## config.mk

```make
export PLATFORM = sky130hd
export DESIGN_NAME = ddr2_aref
export DESIGN_NICKNAME = d
export VERILOG_FILES = /design/src/rtl/ddr2_aref_pkg.sv /design/src/rtl/ddr2_aref.sv
export SDC_FILE = /design/constraint.sdc
export NUM_CORES = 1
export LEC_CHECK = 0
export ABC_AREA = 1
export CAP_MARGIN = 20
export CORE_ASPECT_RATIO = 0.8
export CORE_MARGIN = 3
export CORE_UTILIZATION = 50
export CTS_CLUSTER_SIZE = 12
export DETAILED_ROUTE_END_ITERATION = 10
export GPL_ROUTABILITY_DRIVEN = 0
export PLACE_DENSITY = 0.75
export REMOVE_ABC_BUFFERS = 1
export SYNTH_ARGS = -nofsm -noshare
export SYNTH_HDL_FRONTEND = slang
export SYNTH_SLANG_ARGS = --single-unit
export TNS_END_PERCENT = 50
```

## constraint.sdc

```tcl
create_clock -name ck -period 2.7 [get_ports ck]
set_input_delay 0.81 -clock ck [delete_from_list [all_inputs] [get_ports ck]]
set_output_delay 0.81 -clock ck [all_outputs]
set_load 0.05 [all_outputs]
```

## src/rtl/ddr2_aref_pkg.sv

```systemverilog
// Shared DDR2 command encodings, bus widths and timing defaults.
// The init sequencer imports the same package so encodings live in one place.
package ddr2_aref_pkg;

    localparam int BA_BITS   = 2;
    localparam int ADDR_BITS = 13;

    // {cs_n, ras_n, cas_n, we_n}
    localparam logic [3:0] CMD_NOP  = 4'b0111;
    localparam logic [3:0] CMD_PRE  = 4'b0010;
    localparam logic [3:0] CMD_AREF = 4'b0001;
    localparam logic [3:0] CMD_LM   = 4'b0000;

    // A10 high selects all banks on PRECHARGE
    localparam logic [ADDR_BITS-1:0] PRE_ALL_ADDR = 13'h0400;

    // Clock period and JEDEC timings in picoseconds
    localparam int TCK_PS   = 2500;
    localparam int TREFI_PS = 7_800_000;
    localparam int TRP_PS   = 12_500;
    localparam int TRFC_PS  = 127_500;

    // Minimum spacings round up; the refresh interval rounds down so refreshes are never late
    function automatic int ps_to_ck_ceil(input int ps);
        return (ps + TCK_PS - 1) / TCK_PS;
    endfunction

    localparam int TREFI_CK_DFLT = TREFI_PS / TCK_PS;
    localparam int TRP_CK_DFLT   = ps_to_ck_ceil(TRP_PS);
    localparam int TRFC_CK_DFLT  = ps_to_ck_ceil(TRFC_PS);

    typedef enum logic [2:0] {
        ST_IDLE,
        ST_PRE,
        ST_WRP,
        ST_REF,
        ST_WRFC
    } aref_state_e;

endpackage

```

## src/rtl/ddr2_aref.sv

```systemverilog
// DDR2 auto-refresh scheduler: counts tREFI once init is done, tracks postponed
// refreshes, and on arbiter grant issues PRECHARGE-ALL followed by AUTO REFRESH.
//
// state | meaning
// ------+-----------------------------------------------------------
// IDLE  | no sequence; aref_req raised when refreshes are pending
// PRE   | PRECHARGE-ALL on the bus (A10=1)
// WRP   | NOPs for the remaining tRP cycles
// REF   | AUTO REFRESH on the bus
// WRFC  | NOPs for the remaining tRFC cycles; last cycle pulses aref_end
module ddr2_aref
    import ddr2_aref_pkg::*;
#(
    parameter int TREFI_CK = TREFI_CK_DFLT,
    parameter int TRP_CK   = TRP_CK_DFLT,
    parameter int TRFC_CK  = TRFC_CK_DFLT,
    parameter int MAX_PEND = 8
) (
    input  logic                 ck,
    input  logic                 rst,
    input  logic                 init_end,
    input  logic                 aref_en,
    output logic                 aref_req,
    output logic                 aref_busy,
    output logic [3:0]           aref_cmd,
    output logic [BA_BITS-1:0]   aref_ba,
    output logic [ADDR_BITS-1:0] aref_addr,
    output logic                 aref_end,
    output logic                 aref_overflow
);

    localparam int REFI_W = (TREFI_CK > 1) ? $clog2(TREFI_CK) : 1;
    localparam int PEND_W = $clog2(MAX_PEND + 1);
    localparam int PH_MAX = (TRP_CK > TRFC_CK) ? TRP_CK : TRFC_CK;
    localparam int PH_W   = $clog2(PH_MAX);

    localparam logic [REFI_W-1:0] REFI_LAST = REFI_W'(TREFI_CK - 1);
    localparam logic [PEND_W-1:0] PEND_MAX  = PEND_W'(MAX_PEND);
    // Wait states already account for the PRE/REF command cycle, hence the -2
    localparam logic [PH_W-1:0]   WRP_LOAD  = PH_W'(TRP_CK - 2);
    localparam logic [PH_W-1:0]   WRFC_LOAD = PH_W'(TRFC_CK - 2);

    aref_state_e          state_q, state_d;
    logic [PH_W-1:0]      phase_q, phase_d;
    logic [REFI_W-1:0]    cnt_refi_q, cnt_refi_d;
    logic [PEND_W-1:0]    pend_q, pend_d;
    logic                 ovf_q, ovf_d;
    logic [3:0]           cmd_q, cmd_d;
    logic [ADDR_BITS-1:0] addr_q, addr_d;
    logic                 busy_q, busy_d;
    logic                 end_q, end_d;
    logic                 tick;
    logic                 seq_done;

    assign tick     = init_end && (cnt_refi_q == REFI_LAST);
    assign seq_done = (state_q == ST_WRFC) && (phase_q == '0);

    // Interval counter: idle until init completes, then free-runs 0..TREFI_CK-1
    always_comb begin
        cnt_refi_d = cnt_refi_q + 1'b1;
        if (!init_end || tick) begin
            cnt_refi_d = '0;
        end
    end

    // Pending-refresh bookkeeping; a tick and a completion in the same cycle cancel
    always_comb begin
        pend_d = pend_q;
        ovf_d  = ovf_q;
        if (tick && !seq_done) begin
            if (pend_q == PEND_MAX) begin
                ovf_d = 1'b1;
            end else begin
                pend_d = pend_q + 1'b1;
            end
        end else if (seq_done && !tick) begin
            pend_d = pend_q - 1'b1;
        end
    end

    assign aref_req = (state_q == ST_IDLE) && init_end && (pend_q != '0);

    // Sequence FSM; outputs are decoded from the next state so they register with it
    always_comb begin
        state_d = state_q;
        phase_d = phase_q;
        cmd_d   = CMD_NOP;
        addr_d  = '0;
        busy_d  = 1'b1;
        end_d   = 1'b0;
        unique case (state_q)
            ST_IDLE: if (aref_req && aref_en) state_d = ST_PRE;
            ST_PRE: begin
                state_d = ST_WRP;
                phase_d = WRP_LOAD;
            end
            ST_WRP: begin
                if (phase_q == '0) state_d = ST_REF;
                else               phase_d = phase_q - 1'b1;
            end
            ST_REF: begin
                state_d = ST_WRFC;
                phase_d = WRFC_LOAD;
            end
            ST_WRFC: begin
                if (phase_q == '0) state_d = ST_IDLE;
                else               phase_d = phase_q - 1'b1;
            end
            default: state_d = ST_IDLE;
        endcase
        case (state_d)
            ST_IDLE: busy_d = 1'b0;
            ST_PRE: begin
                cmd_d  = CMD_PRE;
                addr_d = PRE_ALL_ADDR;
            end
            ST_REF:  cmd_d = CMD_AREF;
            ST_WRFC: end_d = (phase_d == '0);
            default: ;
        endcase
    end

    // All state and output registers; reset aborts any sequence in flight
    always_ff @(posedge ck) begin
        if (rst) begin
            state_q    <= ST_IDLE;
            phase_q    <= '0;
            cnt_refi_q <= '0;
            pend_q     <= '0;
            ovf_q      <= 1'b0;
            cmd_q      <= CMD_NOP;
            addr_q     <= '0;
            busy_q     <= 1'b0;
            end_q      <= 1'b0;
        end else begin
            state_q    <= state_d;
            phase_q    <= phase_d;
            cnt_refi_q <= cnt_refi_d;
            pend_q     <= pend_d;
            ovf_q      <= ovf_d;
            cmd_q      <= cmd_d;
            addr_q     <= addr_d;
            busy_q     <= busy_d;
            end_q      <= end_d;
        end
    end

    assign aref_busy     = busy_q;
    assign aref_cmd      = cmd_q;
    assign aref_ba       = '0;
    assign aref_addr     = addr_q;
    assign aref_end      = end_q;
    assign aref_overflow = ovf_q;

endmodule

```

==> impl_results.md <==
* Slew of the pin with the lowest slew margin at 0.5005 ns
* Core region area at 3176 sq um
* Most frequent cells in the layout: nand2_1, nor2_1, dfxtp_1
* IO buf count at 11
* Post-synthesis cell count at 234
* CP max FO at 4
* GR Util All Layers at 16.21%
* Final Hold Vio Count at 0
* Setup Fix Bufs, Post-CTS at 0
* Sink Count at 32
* N_diodes at 0
* Synth unique cells at 32
* Share of layout cells above drive strength 1 at 13.39%
* Total Routed Length at 2.956 mm
* Unrepaired setup endpoints after global routing: false
* H-Tree Depth at 2
* Mapped Area at 1718 sq um
* CTS buffer count at 5
* Finished Layout Cells at 294
* Setup CP Type: input pin to primary output
* Post-DP HPWL at 2.344 mm
* TritonCTS clock tree: done
* Critical Path RT at 1.89 ns
* Startpoint class of the critical path: input pin
* Die Wd at 71.54 um
* Clk buf depth at 2
* HP Class: flop to flop
* Most common cell after layout, fill and taps aside: nand2_1
* Crit end category: primary output
* Gates resized, CTS repair at 0
* Die Height at 58.43 um
* Outcome: finished clean
* Via count at 1356
* Seq/Total Area, Yosys at 37.29%
* Critical-path top delay cell: clkdlybuf4s50_1
* Vias/cell at 4.612
* CP max stage delay at 0.53 ns
* Placed insts at 286
* Mapped Avg Cell Area at 7.341 sq um
* Fillers at 304
* Largest net degree at the start of global routing at 13
* Die ar. at 4179 sq um
* Power Density at 469.5 nW/um^2
* Max-slew headroom at 66.53%
* Initial Utilization at 54.10%
* Minimum clock period at 2.618 ns
* Worst r2r src: cnt_refi_q[0]$_SDFF_PP0_
* # DRC at 0
* Post-synth top area share at 37.29%
* Number of global-route vias before repair at 1200
* MaxCap Viol Count at 0
* Global-route wire length before repair at 5.319 mm
* Crit path cell chain: clkdlybuf4s50_1 > nand2_1 > nor2_1 > and2_4 > buf_12
* Core Rows at 18
* Layout area overhead at 12.89%
* Seq cells post-synth at 32
* Count of hold-fix buffers inserted at cts at 0
* Largest area contributor in the netlist: dfxtp_1
* YS warnings at 0
* Clock skew at 0.003465 ns
* Synth area leaders: dfxtp_1, nand2_1, nor2_1
* Critical Path Source: init_end
* Worst ir drop on vdd at 334.3 uV
* Worst-Skew Late Latency at 0.28 ns
* WL/cell at 10.05 um
* Clock transition at path regs at 0.06 ns
* IO Pins at 27
* Total gr overflow at 0
* Slew Limit Fails at 0
* Clk root buf: clkbuf_8
* Initial antenna violation count at 0
* Drt pass-1 iters at 4
* Leak at 0.8241 nW
* # setup viols final at 0
* Total negative slack at 0 ns
* Initial drt markers at 97
* Hold Startpoint: aref_overflow$_SDFFE_PP0P_
* Final layout net count at 263
* Period utilization at 96.95%
* Max Freq at 382.0 MHz
* Worst Path Arrival at 1.81 ns
* Antenna-violating nets left at 0
-- path summary, 6_finish.rpt --
kind / cells past startpoint / endpoint / slack [ns]
setup / recovery: 5 / aref_req / 0.08
hold / removal: 1 / aref_overflow$_SDFFE_PP0P_ / 0.47
setup reg to reg: 14 / pend_q[3]$_SDFFE_PP0P_ / 0.51
hold reg to reg: 1 / aref_overflow$_SDFFE_PP0P_ / 0.47
-- per-stage QoR --
stage / utilization (%) / setup WS (ns) / power [mW] / area, sq um / hold WS, ns
floorplan: - / 0.6913 / 0.5372 / 1649 / 0.4295
global placement: 58.23 / 0.08490 / 0.5517 / 1849 / 0.4483
detailed placement: 58.23 / 0.08244 / 0.5516 / 1849 / 0.4572
CTS: 61.07 / 0.06865 / 0.9203 / 1939 / 0.4714
global route: 61.07 / 0.02058 / 0.9483 / 1939 / 0.5027
finish: 61.07 / 0.08236 / 0.9105 / 1939 / 0.4678
-- Yosys cell counts, drive strengths merged --
library cell	instances
nor3	6
dfxtp	32
nand4	6
fa	1
clkinv	1
and2	1
a21oi	10
nand3	10
o211ai	1
o21a	2
clkbuf	1
conb	1
a21boi	1
ha	5
o21ai	9
nand2	48
a31oi	3
nor3b	2
nor4	1
buf	16
or2	3
xor2	4
nand3b	1
xnor2	2
nor2	38
inv	29
-- registers in the layout (all words and copies together), names as in the netlist --
register       count
state_q            3
phase_q            6
aref_overflow      1
aref_busy          1
pend_q             4
aref_addr          1
cnt_refi_q        12
aref_end           1
aref_cmd           3
-- kinds of logic (layout without fill, tap and decap cells) --
kind of cell             after synthesis  count (layout)  synth area share, %
other                                  1              15               0.2183
flip-flops                            32              32                37.29
AO/OA/AOI/OAI                         26              26                8.376
adder cells (fa/ha/maj)                6               6                4.807
AND/OR/NAND/NOR                      116             116                32.56
XOR/XNOR                               6               6                3.059
buffers and inverters                 47              53                13.69
-- per-layer routing --
layer / vias up / track usage [%] / share of wire (%)
met5: - / 0 / 0
met4: 0 / 6.434 / 1.3
met3: 4 / 5.119 / 5.1
met2: 27 / 21.99 / 39
met1: 570 / 23.61 / 55
li1: 755 / - / -
-- report_power, final --
part           total (mW)  internal (mW)  leakage (nW)  switching, mW
sequential          0.475          0.474         0.258        0.00125
clock               0.369          0.208        0.0455          0.161
combinational      0.0670         0.0101         0.521         0.0570
-- area by class of cell --
| class | count | area, sq um | share of cell area [%] |
|---|---|---|---|
| multi-input combinational | 169 | 894.6 | 46.13 |
| sequential | 32 | 640.6 | 33.03 |
| timing repair buffer | 15 | 150.1 | 7.742 |
| inverter | 30 | 113.9 | 5.871 |
| clock buffer | 8 | 90.09 | 4.645 |
| tap | 40 | 50.05 | 2.581 |
-- critical path, delay by kind of cell --
family                 cells  cell delay (ns)
and+or+nand+nor            3             0.34
buffers and inverters      2             0.66
(Power assumes the default switching activity.)
